--- src/rtl/mips_ctrl_pkg.sv ---
// Shared constants and types for the multicycle MIPS controller: ALU operation codes,
// opcode/funct values, FSM states and the decoded control word.
package mips_ctrl_pkg;

    localparam logic [5:0] ALU_ADD = 6'b000000;
    localparam logic [5:0] ALU_SUB = 6'b000001;
    localparam logic [5:0] ALU_AND = 6'b011000;
    localparam logic [5:0] ALU_OR  = 6'b011110;
    localparam logic [5:0] ALU_XOR = 6'b010110;
    localparam logic [5:0] ALU_NOR = 6'b010001;
    localparam logic [5:0] ALU_SLL = 6'b100000;
    localparam logic [5:0] ALU_SRL = 6'b100001;
    localparam logic [5:0] ALU_SRA = 6'b100011;
    localparam logic [5:0] ALU_EQ  = 6'b110011;
    localparam logic [5:0] ALU_NEQ = 6'b110001;
    localparam logic [5:0] ALU_LT  = 6'b110101;
    localparam logic [5:0] ALU_LEZ = 6'b111101;
    localparam logic [5:0] ALU_LTZ = 6'b111011;
    localparam logic [5:0] ALU_GTZ = 6'b111111;

    localparam logic [5:0] OP_RTYPE  = 6'h00;
    localparam logic [5:0] OP_REGIMM = 6'h01;
    localparam logic [5:0] OP_J      = 6'h02;
    localparam logic [5:0] OP_JAL    = 6'h03;
    localparam logic [5:0] OP_BEQ    = 6'h04;
    localparam logic [5:0] OP_BNE    = 6'h05;
    localparam logic [5:0] OP_BLEZ   = 6'h06;
    localparam logic [5:0] OP_BGTZ   = 6'h07;
    localparam logic [5:0] OP_ADDI   = 6'h08;
    localparam logic [5:0] OP_ADDIU  = 6'h09;
    localparam logic [5:0] OP_SLTI   = 6'h0A;
    localparam logic [5:0] OP_SLTIU  = 6'h0B;
    localparam logic [5:0] OP_ANDI   = 6'h0C;
    localparam logic [5:0] OP_LUI    = 6'h0F;
    localparam logic [5:0] OP_LW     = 6'h23;
    localparam logic [5:0] OP_SW     = 6'h2B;

    localparam logic [5:0] FN_SLL  = 6'h00;
    localparam logic [5:0] FN_SRL  = 6'h02;
    localparam logic [5:0] FN_SRA  = 6'h03;
    localparam logic [5:0] FN_JR   = 6'h08;
    localparam logic [5:0] FN_ADD  = 6'h20;
    localparam logic [5:0] FN_ADDU = 6'h21;
    localparam logic [5:0] FN_SUB  = 6'h22;
    localparam logic [5:0] FN_SUBU = 6'h23;
    localparam logic [5:0] FN_AND  = 6'h24;
    localparam logic [5:0] FN_OR   = 6'h25;
    localparam logic [5:0] FN_XOR  = 6'h26;
    localparam logic [5:0] FN_NOR  = 6'h27;
    localparam logic [5:0] FN_SLT  = 6'h2A;
    localparam logic [5:0] FN_SLTU = 6'h2B;

    typedef enum logic [2:0] {
        S_IDLE   = 3'd0,
        S_DECODE = 3'd1,
        S_EXEC   = 3'd2,
        S_MEM    = 3'd3,
        S_WB     = 3'd4,
        S_FAULT  = 3'd5
    } state_t;

    // Instruction class: decides the path the FSM takes after EXEC.
    typedef enum logic [2:0] {
        K_ALU    = 3'd0,
        K_LOAD   = 3'd1,
        K_STORE  = 3'd2,
        K_BRANCH = 3'd3,
        K_JUMP   = 3'd4,
        K_JAL    = 3'd5
    } kind_t;

    typedef struct packed {
        logic [5:0] alufun;
        logic       sign;
        logic [1:0] srca;
        logic [1:0] srcb;
        logic [1:0] regdst;
        logic [1:0] memtoreg;
        logic [1:0] pcsrc;
        kind_t      kind;
        logic       dest_nz;
    } ctrl_t;

    function automatic ctrl_t ctrl_default();
        ctrl_t c;
        c      = '0;
        c.sign = 1'b1;
        c.kind = K_ALU;
        return c;
    endfunction

endpackage

--- src/rtl/ctrl_decode.sv ---
// Combinational instruction-to-control mapping; flags any opcode/funct outside the
// supported subset as illegal.
module ctrl_decode
    import mips_ctrl_pkg::*;
(
    input  logic [31:0] instr_i,
    output ctrl_t       ctrl_o,
    output logic        illegal_o
);

    logic [5:0] op;
    logic [4:0] rt;
    logic [4:0] rd;
    logic [5:0] funct;
    ctrl_t      c;
    logic       unused_fields;

    assign op            = instr_i[31:26];
    assign rt            = instr_i[20:16];
    assign rd            = instr_i[15:11];
    assign funct         = instr_i[5:0];
    assign unused_fields = ^{instr_i[25:21], instr_i[10:6]};

    always_comb begin
        c         = ctrl_default();
        illegal_o = 1'b0;
        case (op)
            OP_RTYPE: begin
                c.regdst = 2'd1;
                case (funct)
                    FN_ADD:  c.alufun = ALU_ADD;
                    FN_ADDU: begin c.alufun = ALU_ADD; c.sign = 1'b0; end
                    FN_SUB:  c.alufun = ALU_SUB;
                    FN_SUBU: begin c.alufun = ALU_SUB; c.sign = 1'b0; end
                    FN_AND:  c.alufun = ALU_AND;
                    FN_OR:   c.alufun = ALU_OR;
                    FN_XOR:  c.alufun = ALU_XOR;
                    FN_NOR:  c.alufun = ALU_NOR;
                    FN_SLT:  c.alufun = ALU_LT;
                    FN_SLTU: begin c.alufun = ALU_LT; c.sign = 1'b0; end
                    FN_SLL:  begin c.alufun = ALU_SLL; c.srca = 2'd1; end
                    FN_SRL:  begin c.alufun = ALU_SRL; c.srca = 2'd1; end
                    FN_SRA:  begin c.alufun = ALU_SRA; c.srca = 2'd1; end
                    FN_JR: begin
                        c.kind   = K_JUMP;
                        c.pcsrc  = 2'd2;
                        c.regdst = 2'd0;
                    end
                    default: illegal_o = 1'b1;
                endcase
            end
            OP_ADDI:  begin c.alufun = ALU_ADD; c.srcb = 2'd1; end
            OP_ADDIU: begin c.alufun = ALU_ADD; c.srcb = 2'd1; c.sign = 1'b0; end
            OP_SLTI:  begin c.alufun = ALU_LT;  c.srcb = 2'd1; end
            OP_SLTIU: begin c.alufun = ALU_LT;  c.srcb = 2'd1; c.sign = 1'b0; end
            OP_ANDI:  begin c.alufun = ALU_AND; c.srcb = 2'd2; end
            // lui is a shift of the zero-extended immediate left by the constant 16.
            OP_LUI: begin
                c.alufun = ALU_SLL;
                c.srca   = 2'd2;
                c.srcb   = 2'd2;
            end
            OP_LW: begin
                c.alufun   = ALU_ADD;
                c.srcb     = 2'd1;
                c.memtoreg = 2'd1;
                c.kind     = K_LOAD;
            end
            OP_SW: begin
                c.alufun = ALU_ADD;
                c.srcb   = 2'd1;
                c.kind   = K_STORE;
            end
            OP_BEQ:  begin c.alufun = ALU_EQ;  c.kind = K_BRANCH; end
            OP_BNE:  begin c.alufun = ALU_NEQ; c.kind = K_BRANCH; end
            OP_BLEZ: begin c.alufun = ALU_LEZ; c.srcb = 2'd3; c.kind = K_BRANCH; end
            OP_BGTZ: begin c.alufun = ALU_GTZ; c.srcb = 2'd3; c.kind = K_BRANCH; end
            OP_REGIMM: begin
                if (rt == 5'd0) begin
                    c.alufun = ALU_LTZ;
                    c.srcb   = 2'd3;
                    c.kind   = K_BRANCH;
                end else begin
                    illegal_o = 1'b1;
                end
            end
            OP_J: begin c.kind = K_JUMP; c.pcsrc = 2'd1; end
            OP_JAL: begin
                c.kind     = K_JAL;
                c.pcsrc    = 2'd1;
                c.regdst   = 2'd2;
                c.memtoreg = 2'd2;
            end
            default: illegal_o = 1'b1;
        endcase

        case (c.regdst)
            2'd1:    c.dest_nz = (rd != 5'd0);
            2'd2:    c.dest_nz = 1'b1;
            default: c.dest_nz = (rt != 5'd0);
        endcase
        ctrl_o = c;
    end

endmodule

--- src/rtl/multicycle_ctrl.sv ---
// Multicycle MIPS control FSM: IDLE -> DECODE -> EXEC -> (MEM) -> (WB), with a
// saturating memory wait counter and a sticky FAULT state left only by reset.
module multicycle_ctrl
    import mips_ctrl_pkg::*;
#(
    parameter int MEM_TIMEOUT = 16
) (
    input  logic        clk,
    input  logic        reset,
    input  logic        instr_valid,
    output logic        instr_ready,
    input  logic [31:0] instr,
    input  logic        mem_ready,
    input  logic        alu_z0,
    output logic [5:0]  ALUFun,
    output logic        Sign,
    output logic [1:0]  ALUSrcA,
    output logic [1:0]  ALUSrcB,
    output logic        RegWrite,
    output logic        MemRead,
    output logic        MemWrite,
    output logic        PCWrite,
    output logic [1:0]  RegDst,
    output logic [1:0]  MemtoReg,
    output logic [1:0]  PCSrc,
    output logic        fault
);

    localparam int              WW        = $clog2(MEM_TIMEOUT + 1);
    localparam logic [WW-1:0]   WAIT_LAST = WW'(MEM_TIMEOUT - 1);
    localparam logic [WW-1:0]   WAIT_MAX  = WW'(MEM_TIMEOUT);

    state_t        state_q, state_d;
    logic [WW-1:0] wait_q, wait_d;
    logic [31:0]   instr_q;
    ctrl_t         ctrl_q;
    ctrl_t         dec_ctrl;
    logic          dec_illegal;

    ctrl_decode u_decode (
        .instr_i   (instr_q),
        .ctrl_o    (dec_ctrl),
        .illegal_o (dec_illegal)
    );

    always_ff @(posedge clk) begin
        if (reset) begin
            state_q <= S_IDLE;
            wait_q  <= '0;
        end else begin
            state_q <= state_d;
            wait_q  <= wait_d;
        end
    end

    // Datapath-side registers carry no reset; they are only read in states that follow a write.
    always_ff @(posedge clk) begin
        if (state_q == S_IDLE && instr_valid) begin
            instr_q <= instr;
        end
        if (state_q == S_DECODE) begin
            ctrl_q <= dec_ctrl;
        end
    end

    always_comb begin
        state_d     = state_q;
        wait_d      = wait_q;
        instr_ready = 1'b0;
        ALUFun      = '0;
        Sign        = 1'b0;
        ALUSrcA     = '0;
        ALUSrcB     = '0;
        RegWrite    = 1'b0;
        MemRead     = 1'b0;
        MemWrite    = 1'b0;
        PCWrite     = 1'b0;
        RegDst      = '0;
        MemtoReg    = '0;
        PCSrc       = '0;
        fault       = 1'b0;

        case (state_q)
            S_IDLE: begin
                instr_ready = 1'b1;
                if (instr_valid) begin
                    state_d = S_DECODE;
                end
            end
            S_DECODE: begin
                state_d = dec_illegal ? S_FAULT : S_EXEC;
            end
            S_EXEC: begin
                ALUFun  = ctrl_q.alufun;
                Sign    = ctrl_q.sign;
                ALUSrcA = ctrl_q.srca;
                ALUSrcB = ctrl_q.srcb;
                PCSrc   = ctrl_q.pcsrc;
                case (ctrl_q.kind)
                    K_LOAD, K_STORE: state_d = S_MEM;
                    K_ALU:           state_d = S_WB;
                    K_JAL: begin
                        PCWrite = 1'b1;
                        state_d = S_WB;
                    end
                    K_JUMP: begin
                        PCWrite = 1'b1;
                        state_d = S_IDLE;
                    end
                    default: begin
                        PCWrite = alu_z0;
                        state_d = S_IDLE;
                    end
                endcase
            end
            S_MEM: begin
                MemRead  = (ctrl_q.kind == K_LOAD);
                MemWrite = (ctrl_q.kind == K_STORE);
                if (wait_q != WAIT_MAX) begin
                    wait_d = wait_q + WW'(1);
                end
                if (mem_ready) begin
                    state_d = (ctrl_q.kind == K_LOAD) ? S_WB : S_IDLE;
                end else if (wait_q >= WAIT_LAST) begin
                    state_d = S_FAULT;
                end
            end
            S_WB: begin
                RegWrite = ctrl_q.dest_nz;
                RegDst   = ctrl_q.regdst;
                MemtoReg = ctrl_q.memtoreg;
                state_d  = S_IDLE;
            end
            S_FAULT: begin
                fault   = 1'b1;
                state_d = S_FAULT;
            end
            default: state_d = S_IDLE;
        endcase

        if (state_d == S_MEM && state_q != S_MEM) begin
            wait_d = '0;
        end
    end

endmodule

--- config.mk ---
export PLATFORM = sky130hd
export DESIGN_NAME = multicycle_ctrl
export DESIGN_NICKNAME = d
export VERILOG_FILES = /design/src/rtl/mips_ctrl_pkg.sv /design/src/rtl/ctrl_decode.sv /design/src/rtl/multicycle_ctrl.sv
export SDC_FILE = /design/constraint.sdc
export NUM_CORES = 1
export LEC_CHECK = 0
export CORE_ASPECT_RATIO = 1.25
export CORE_MARGIN = 4
export CORE_UTILIZATION = 35
export DETAILED_ROUTE_END_ITERATION = 8
export SLEW_MARGIN = 25
export SYNTH_ARGS = -nofsm -noshare
export SYNTH_HDL_FRONTEND = slang
export SYNTH_SLANG_ARGS = --single-unit
--- constraint.sdc ---
create_clock -name clk -period 2.3 [get_ports clk]
set_clock_uncertainty 0.15 [all_clocks]
set_input_delay 0.575 -clock clk [delete_from_list [all_inputs] [get_ports clk]]
set_output_delay 0.575 -clock clk [all_outputs]
set_load 0.01 [all_outputs]
==> flow_summary.toml, run 1 <==
[run_status]
outcome = "finished, final reports clean"

[sta]
drv_slew = 0
rsz0062_at_grt = "no"
tightestPinTransition_ns = 0.492
setup_tns_ns = 0
whs_ns = 0.378
setup_viol_count_final = 0
slew_headroom = 0.670
fmax_mhz = 453
fin_crit_ns = 2.21
setup_ws_ns = 0.0924
hold_viol_final = 0
fin_crit_sh = 0.960

[clock_network]
insertion_delay_ns = 0.29
post_cts.repair.setup_buffers = 0
numCtsBuffers = 5
clock-sinks = 51
cts_buffer_depth = 2
cts-root-buf = "clkbuf_8"
clkTransAtPathRegs_ns = 0.08
cts_max_level = 2
cts_tree = "built"

[yosys]
yosysWarningCount = 0
synth_nets = 295
avgSynthCellArea_um2 = 10.6
yosys_most_used_dff = "edfxtp_1"
syn-cell-area_mm2 = 0.00267
yosys-top-cells-area = "edfxtp_1 (48%), dfxtp_1 (6.0%), nor2_1 (3.8%)"
syn_inst = 253
synthArstFlopShare = 0
synth-edff-count = 43
ys_types = 49
synth_area_leader_cell = "edfxtp_1"
seq_area_frac_synth = 0.543
ys_ff_latch = 51
yosysTopAreaCellShare = 0.483

[hold_path]
holdPathStages = 2
hp-class = "reg2reg"
worstHoldStart = "wait_q[4]"
worstHoldEndpoint = "wait_q[4]"

[power]
power_density_mw_per_mm2 = 620
total_power_mw = 2.13
ir_worst_vdd_mv = 0.320
p_leak_nw = 1.39

[finish]
antenna_cells = 0
area_growth_pct = 28.6
nNetsFinal = 356
final_layout_size_suffix_gt1_frac = 0.134

[worst_setup_path]
reg2reg_to = "ctrl_q[0]"
cpMaxStageDelayCell = "clkdlybuf4s50_1"
crit_arrival_ns = 1.48
r2r_setup_slack_ns = 0.26
start_kind = "input pin"
critPathBufInv = 2
reg2reg_depth = 5
cp-end-kind = "output port"
crit_type = "in2out"
startpoint = "alu_z0"
critPathTopFamily = "buffers and inverters"
slowest_delay_ns = 0.45
r2r-start = "instr_q[29]"
cp.required_ns = 1.57
cp_max_fo = 1
crit_path_cell_trace = "clkdlybuf4s50_1, nor2b_1, nor3_1, clkdlybuf4s15_1"

[floorplanning]
initial_core_util = 0.361
die-area_mm2 = 0.00911
die_h_um = 106
std_cell_rows = 35
fp.coreArea_mm2 = 0.00740
die_x_um = 86.2
io_pins = 60

[route]
drtAntennaViolNets = 0
drtIter0Drc = 137
routedWlPerCell_um = 13.3
wl_mm = 5.41
drcViolationCount = 0
vias_per_cell = 5.14
drtPass1Iterations = 4
via_count = 2085

[global_routing]
overflow = 0
antenna_found_initial = 0
grt_pass1_vias = 1944
grt_pass1_wl_mm = 8.93
grt_usage = 0.121
grt_max_degree = 24

[placement]
place.gp.congestion = 0.851
dp_slack_ns = -0.209
port_buffers = 49
dp_hpwl_mm = 4.10

[run]
maxCapViolCount = 0
state kept, by name, summed over array words and instances (netlist names):
| register | count |
|---|---|
| wait_q | 5 |
| instr_q | 22 |
| ctrl_q | 21 |
| state_q | 3 |
cell usage in the layout (no fill, tap or decap), drive strengths merged, types with 2 or more instances in the layout:
cell / instances
o21bai: 2
and3: 15
or4: 2
edfxtp: 43
nand3: 4
o22ai: 2
clkbuf: 6
a22oi: 2
nand2b: 6
nand3b: 3
nand4: 2
nand2: 17
o21ai: 12
o41ai: 3
nor2: 27
nand4b: 3
a21oi: 10
nor4: 6
inv: 10
ha: 5
a21o: 3
nor4b: 2
clkinv: 2
nor3: 12
buf: 19
a31oi: 3
xor2: 3
and2: 7
or2: 6
clkdlybuf4s50: 26
xnor2: 4
dlygate4sd2: 20
dfxtp: 8
nor2b: 4
worst max path at each step:
| stage | end | slack [ns] | cells past startpoint |
|---|---|---|---|
| 5_1_grt | MemRead | 0.009 | 3 |
| 2_1_floorplan | ctrl_q[0] | 0.26 | 3 |
| 4_1_cts | MemRead | 0.004 | 3 |
| 3_3_place_gp | PCWrite | -0.21 | 4 |
| 6_report | PCWrite | 0.09 | 4 |
| 3_5_place_dp | PCWrite | -0.21 | 4 |
layout make-up:
type                       count  area, um^2
fill                         726        3970
timing repair buffer          68         622
clock inverter                 2        8.76
sequential                    51        1460
clock buffer                   5        68.8
multi-input combinational    178        1130
inverter                      10        37.5
tap                           92         115
kinds of logic after synthesis:
logic type,share of synthesized area
compound gates,0.120
xor+xnor,0.0229
fa+ha+maj,0.0234
buf+inv,0.0360
flops,0.543
simple gates,0.255
worst min-delay path, stage by stage (launching register included):
cell	delay [ns]
dfxtp_1	0.33
inv_1	0.07
a221oi_1	0.07
per-layer routing:
metal / vias up / global-route usage / share of wire
li1: 1057 / - / -
met2: 54 / 0.205 / 0.50
met3: 5 / 0.0235 / 0.056
met1: 969 / 0.153 / 0.44
met4: 0 / 0.0407 / 0.011
met5: - / 0 / 0
power breakdown:
group / total, mW / internal [mW] / switching (mW)
clock network: 0.467 / 0.203 / 0.264
registers: 1.19 / 1.13 / 0.0549
logic: 0.474 / 0.217 / 0.257
total: 2.13 / 1.55 / 0.575
synthesized netlist by cell type, types with 3 or more instances:
cell and instances:
buf_2 3, nand3_1 4, nor3_1 12, a21o_1 3, clkbuf_1 9, xor2_1 3
o41ai_1 3, o21ai_0 12, and2_1 7, or2_2 6, nand4b_1 3, nor2b_1 4
ha_1 5, nand2b_1 5, nand3b_1 3, nand2_1 16, and3_1 15, edfxtp_1 43
dfxtp_1 8, inv_1 10, nor2_1 27, nor4_1 4, a31oi_1 3, xnor2_1 4
a21oi_1 10
repair_timing:
action	in CTS	in global routing
hold buffers	0	0
pin swaps	0	0
endpoints found under the setup margin	22	3
gates resized for setup	27	4
through the flow:
stage / area [um^2] / instances / utilization
CTS: 3440 / 406 / 0.464
floorplan: 2670 / 253 / -
global placement: 3370 / 399 / 0.456
detailed placement: 3370 / 399 / 0.456
global route: 3440 / 406 / 0.464
finish: 3440 / 406 / 0.464
(Power assumes the default switching activity.)
==> run 2, diff against run 1 <==
Settings changed: DONT_BUFFER_PORTS set to 1.
==> run 2 against run 1 <==
Net effect:
- first-iteration DRC count rose by 5.1%
- register-to-register slack got worse by 0.04 ns
- clock power rose by 4.9%
- cell area shrank 14%
- critical endpoint is now MemRead
==> flow_summary.toml, run 2 (synthesized netlist as in run 1, its figures left out) <==
[clock_network]
insertion_delay_ns = 0.30
cts_buffer_depth = 2
clkTransAtPathRegs_ns = 0.10
post_cts.repair.setup_buffers = 0
cts-root-buf = "clkbuf_8"
cts_max_level = 2
numCtsBuffers = 5
cts_hold_buf = 0
clock-sinks = 51
cts_tree = "built"

[placement]
dp_cells = 347
placed_area_mm2 = 0.00286
port_buffers = 0
dp_hpwl_mm = 3.95
dp_slack_ns = 0.291
place.gp.congestion = 0.827

[route]
vias_per_cell = 5.38
drtPass1Iterations = 4
drtAntennaViolNets = 0
routedWlPerCell_um = 14.7
drtIter0Drc = 144
via_count = 1909
wl_mm = 5.23
drcViolationCount = 0

[power]
power_density_mw_per_mm2 = 702
p_leak_nw = 1.09
ir_worst_vdd_mv = 0.386

[finish]
top_regs = "instr_q: 22 flops, ctrl_q: 21 flops, wait_q: 5 flops"
fin_util = 0.398
fin_area_mm2 = 0.00295
nNetsFinal = 304
final_common_cell = "edfxtp_1"
final_cell_mix = "edfxtp_1 (43), nor2_1 (27), nand2_1 (16)"
largest_reg_flops = 22
final_layout_size_suffix_gt1_frac = 0.141
antenna_cells = 0
fin_cells = 355
area_growth_pct = 10.3
top_register = "instr_q"

[floorplanning]
fp.coreArea_mm2 = 0.00740
std_cell_rows = 35
die-area_mm2 = 0.00911
die_x_um = 86.2
io_pins = 60
die_h_um = 106
initial_core_util = 0.361

[sta]
tightestPinTransition_ns = 0.460
rsz0062_at_grt = "no"
slew_headroom = 0.691
fmax_mhz = 454
setup_tns_ns = 0
fin_crit_ns = 2.20
hold_viol_final = 0
drv_slew = 0
setup_viol_count_final = 0
setup_ws_ns = 0.0969
fin_crit_sh = 0.958

[hold_path]
hp-class = "in2reg"

[global_routing]
overflow = 0
grt_pass1_wl_mm = 8.61
grt_usage = 0.118
grt_max_degree = 24
grt_pass1_vias = 1793
antenna_found_initial = 0

[run]
maxCapViolCount = 0

[worst_setup_path]
crit_arrival_ns = 1.48
cpMaxStageDelayCell = "or3b_2"
crit_path_cell_trace = "or3b_2, nor2_1"
cp_max_fo = 5
cp-end-kind = "output port"
slowest_delay_ns = 0.51
crit_type = "reg2out"
start_kind = "flop"
cp.required_ns = 1.57

[run_status]
outcome = "finished, final reports clean"
## run 2: cell types whose count changed in the layout (fill, tap and decap cells not counted), sizes merged
cell           delta
dlymetal6s2s      -1
clkdlybuf4s15     -1
clkinv            -1
dlygate4sd2      -20
clkinvlp          +1
buf               -3
clkdlybuf4s50    -26
## run 2: per-layer routing
metal / vias to the layer above / GRT usage / part of all wire
met1: 893 / 0.152 / 0.45
met5: - / 0 / 0
li1: 950 / - / -
met4: 0 / 0.0475 / 0.019
met2: 58 / 0.190 / 0.48
met3: 8 / 0.0281 / 0.053
## run 2: final timing paths
kind,depth (start not counted),from,to,slack [ns]
setup reg to reg,5,instr_q[29],ctrl_q[16],0.22
hold reg to reg,2,wait_q[4],wait_q[4],0.38
hold / removal,1,reset,state_q[1],0.20
setup / recovery,2,ctrl_q[3],MemRead,0.1
## run 2: what timing repair did
item,4_1_cts,5_1_grt
resized for setup,0,1
hold endpoints to repair,0,0
setup endpoints to repair,0,8
## run 2: critical path: cells and delay by family (launching register included)
family           cells  cell delay (ns)
DFF                  1             0.47
and+or+nand+nor      2             0.71
## run 2: cell type report
| cell class | count | area [um^2] |
|---|---|---|
| clock inverters | 2 | 12.5 |
| clock buffers | 6 | 72.6 |
| flip-flops and latches | 51 | 1450 |
| well taps | 92 | 115 |
| multi-input cells | 178 | 1120 |
| inverters | 10 | 37.5 |
| fillers | 717 | 4450 |
| repair buffers | 16 | 133 |
## run 2: where the power goes
| part | leakage, nW | internal (mW) | total (mW) | switching [mW] |
|---|---|---|---|---|
| registers | 0.472 | 1.13 | 1.20 | 0.0654 |
| clock network | 0.0412 | 0.213 | 0.490 | 0.277 |
| logic | 0.572 | 0.148 | 0.380 | 0.233 |
| total | 1.09 | 1.49 | 2.07 | 0.575 |
## run 2: through the flow
step	total power, mW	hold slack [ns]
6_report	2.07	0.199
5_1_grt	2.19	0.185
4_1_cts	2.09	0.199
3_5_place_dp	1.60	0.366
3_3_place_gp	1.59	0.348
2_1_floorplan	1.48	0.331
==> run 3, diff against run 2 <==
Settings changed: CORE_UTILIZATION 35 to 55, HOLD_SLACK_MARGIN set to 0.02, PLACE_DENSITY set to 0.7.
==> run 3 against run 2 <==
Net effect:
- global-route usage is 6.5 points higher
- via count is 0.73% higher
- clock power is 23% higher
- sequential power barely moved
- core utilization grew 22 points
- count of clock-buffer cells in the layout is 1 lower
- final cell count down 8.5%
- sequential share of layout area up 0.10 points
- largest cell class unchanged
- power up 5.8%
- critical path depth unchanged
- combinational power grew 2%
- maximum frequency is 0.21% lower
==> flow_summary.toml, run 3 (synthesized netlist as in run 1, its figures left out) <==
[route]
routedWlPerCell_um = 15.6
wl_mm = 5.07
drcViolationCount = 0
via_count = 1923
drtIter0Drc = 95
drtPass1Iterations = 4
vias_per_cell = 5.92
drtAntennaViolNets = 0

[worst_setup_path]
crit_arrival_ns = 1.48
cp-end-kind = "output port"
critPathBufInv = 0
start_kind = "flop"
slowest_delay_ns = 0.51
cp.required_ns = 1.57
crit_type = "reg2out"
crit_path_cell_trace = "or3b_2, nor2_1"
cp_max_fo = 5
critPathTopFamily = "simple AND/OR/NAND/NOR gates"
cpMaxStageDelayCell = "or3b_2"

[finish]
final.fill_count = 403
final_common_cell = "edfxtp_1"
multi_input_area_mm2 = 0.00113
area_growth_pct = 10.1
nNetsFinal = 306
fin_cells = 325
fin_util = 0.622
top_regs = "instr_q: 22 flops, ctrl_q: 21 flops, wait_q: 5 flops"
final_cell_mix = "edfxtp_1 (43), nor2_1 (27), buf_4 (18)"
antenna_cells = 0
largest_reg_flops = 22
seqCellArea_mm2 = 0.00145
top_register = "instr_q"
final_layout_size_suffix_gt1_frac = 0.151

[placement]
dp_cells = 315
dp_hpwl_mm = 3.79
place.gp.congestion = 0.878
dp_slack_ns = 0.315
port_buffers = 0

[global_routing]
grt_pass1_wl_mm = 8.78
grt_max_degree = 23
grt_usage = 0.184
overflow = 0
antenna_found_initial = 0
grt_pass1_vias = 1860

[sta]
drv_slew = 0
setup_tns_ns = 0
slew_headroom = 0.649
setup_ws_ns = 0.0924
fin_crit_sh = 0.960
hold_viol_final = 0
tightestPinTransition_ns = 0.519
fin_crit_ns = 2.21
fmax_mhz = 453
rsz0062_at_grt = "no"
setup_viol_count_final = 0

[power]
power_density_mw_per_mm2 = 744
ir_worst_vdd_mv = 0.549
total_power_mw = 2.19
p_leak_nw = 1.11

[clock_network]
cts_tree = "built"
clock-sinks = 51
cts_max_level = 2
clkTransAtPathRegs_ns = 0.09
insertion_delay_ns = 0.30
cts_hold_buf = 0
cts_buffer_depth = 2
numCtsBuffers = 5
cts-root-buf = "clkbuf_8"

[floorplanning]
die_h_um = 85.9
initial_core_util = 0.565
fp.coreArea_mm2 = 0.00473
die-area_mm2 = 0.00605
die_x_um = 70.4
std_cell_rows = 28
io_pins = 60

[hold_path]
hp-class = "in2reg"

[run_status]
outcome = "finished, final reports clean"

[run]
maxCapViolCount = 0
## run 3: repair_timing
| action | in CTS | in global routing |
|---|---|---|
| resized for setup | 0 | 2 |
| buffers inserted | 0 | 2 |
| endpoints found under the setup margin | 0 | 8 |
## run 3: final timing paths
kind	end	startpoint	slack [ns]	depth (start not counted)
hold / removal	state_q[1]	reset	0.21	1
setup reg to reg	ctrl_q[0]	instr_q[29]	0.28	5
hold reg to reg	wait_q[4]	wait_q[4]	0.38	2
setup / recovery	MemRead	ctrl_q[3]	0.09	2
## run 3: power by group
group          internal [mW]  switching, mW  total (mW)
Clock                  0.324          0.281       0.605
Combinational          0.151          0.237       0.387
Sequential              1.13         0.0637        1.20
Total                   1.61          0.581        2.19
## run 3: cell type report
type,instances,area share
Timing Repair Buffer,18,0.0459
Clock inverter,3,0.0145
Multi-Input combinational cell,178,0.384
Inverter,10,0.0128
Tap cell,60,0.0255
Clock buffer,5,0.0234
Sequential cell,51,0.494
## run 3: metal layers
metal,wire length [um],global-route usage,share of wire,vias up
met5,0,0,0,-
met4,110,0.0749,0.022,0
met3,306,0.0422,0.060,8
met2,2580,0.312,0.51,73
met1,2080,0.225,0.41,888
li1,-,-,-,954
## run 3: stage by stage
stage / hold slack (ns) / area, um^2
after floorplan: 0.331 / 2670
after global placement: 0.350 / 2810
after detailed placement: 0.369 / 2810
after CTS: 0.210 / 2920
after global routing: 0.200 / 2940
final: 0.210 / 2940
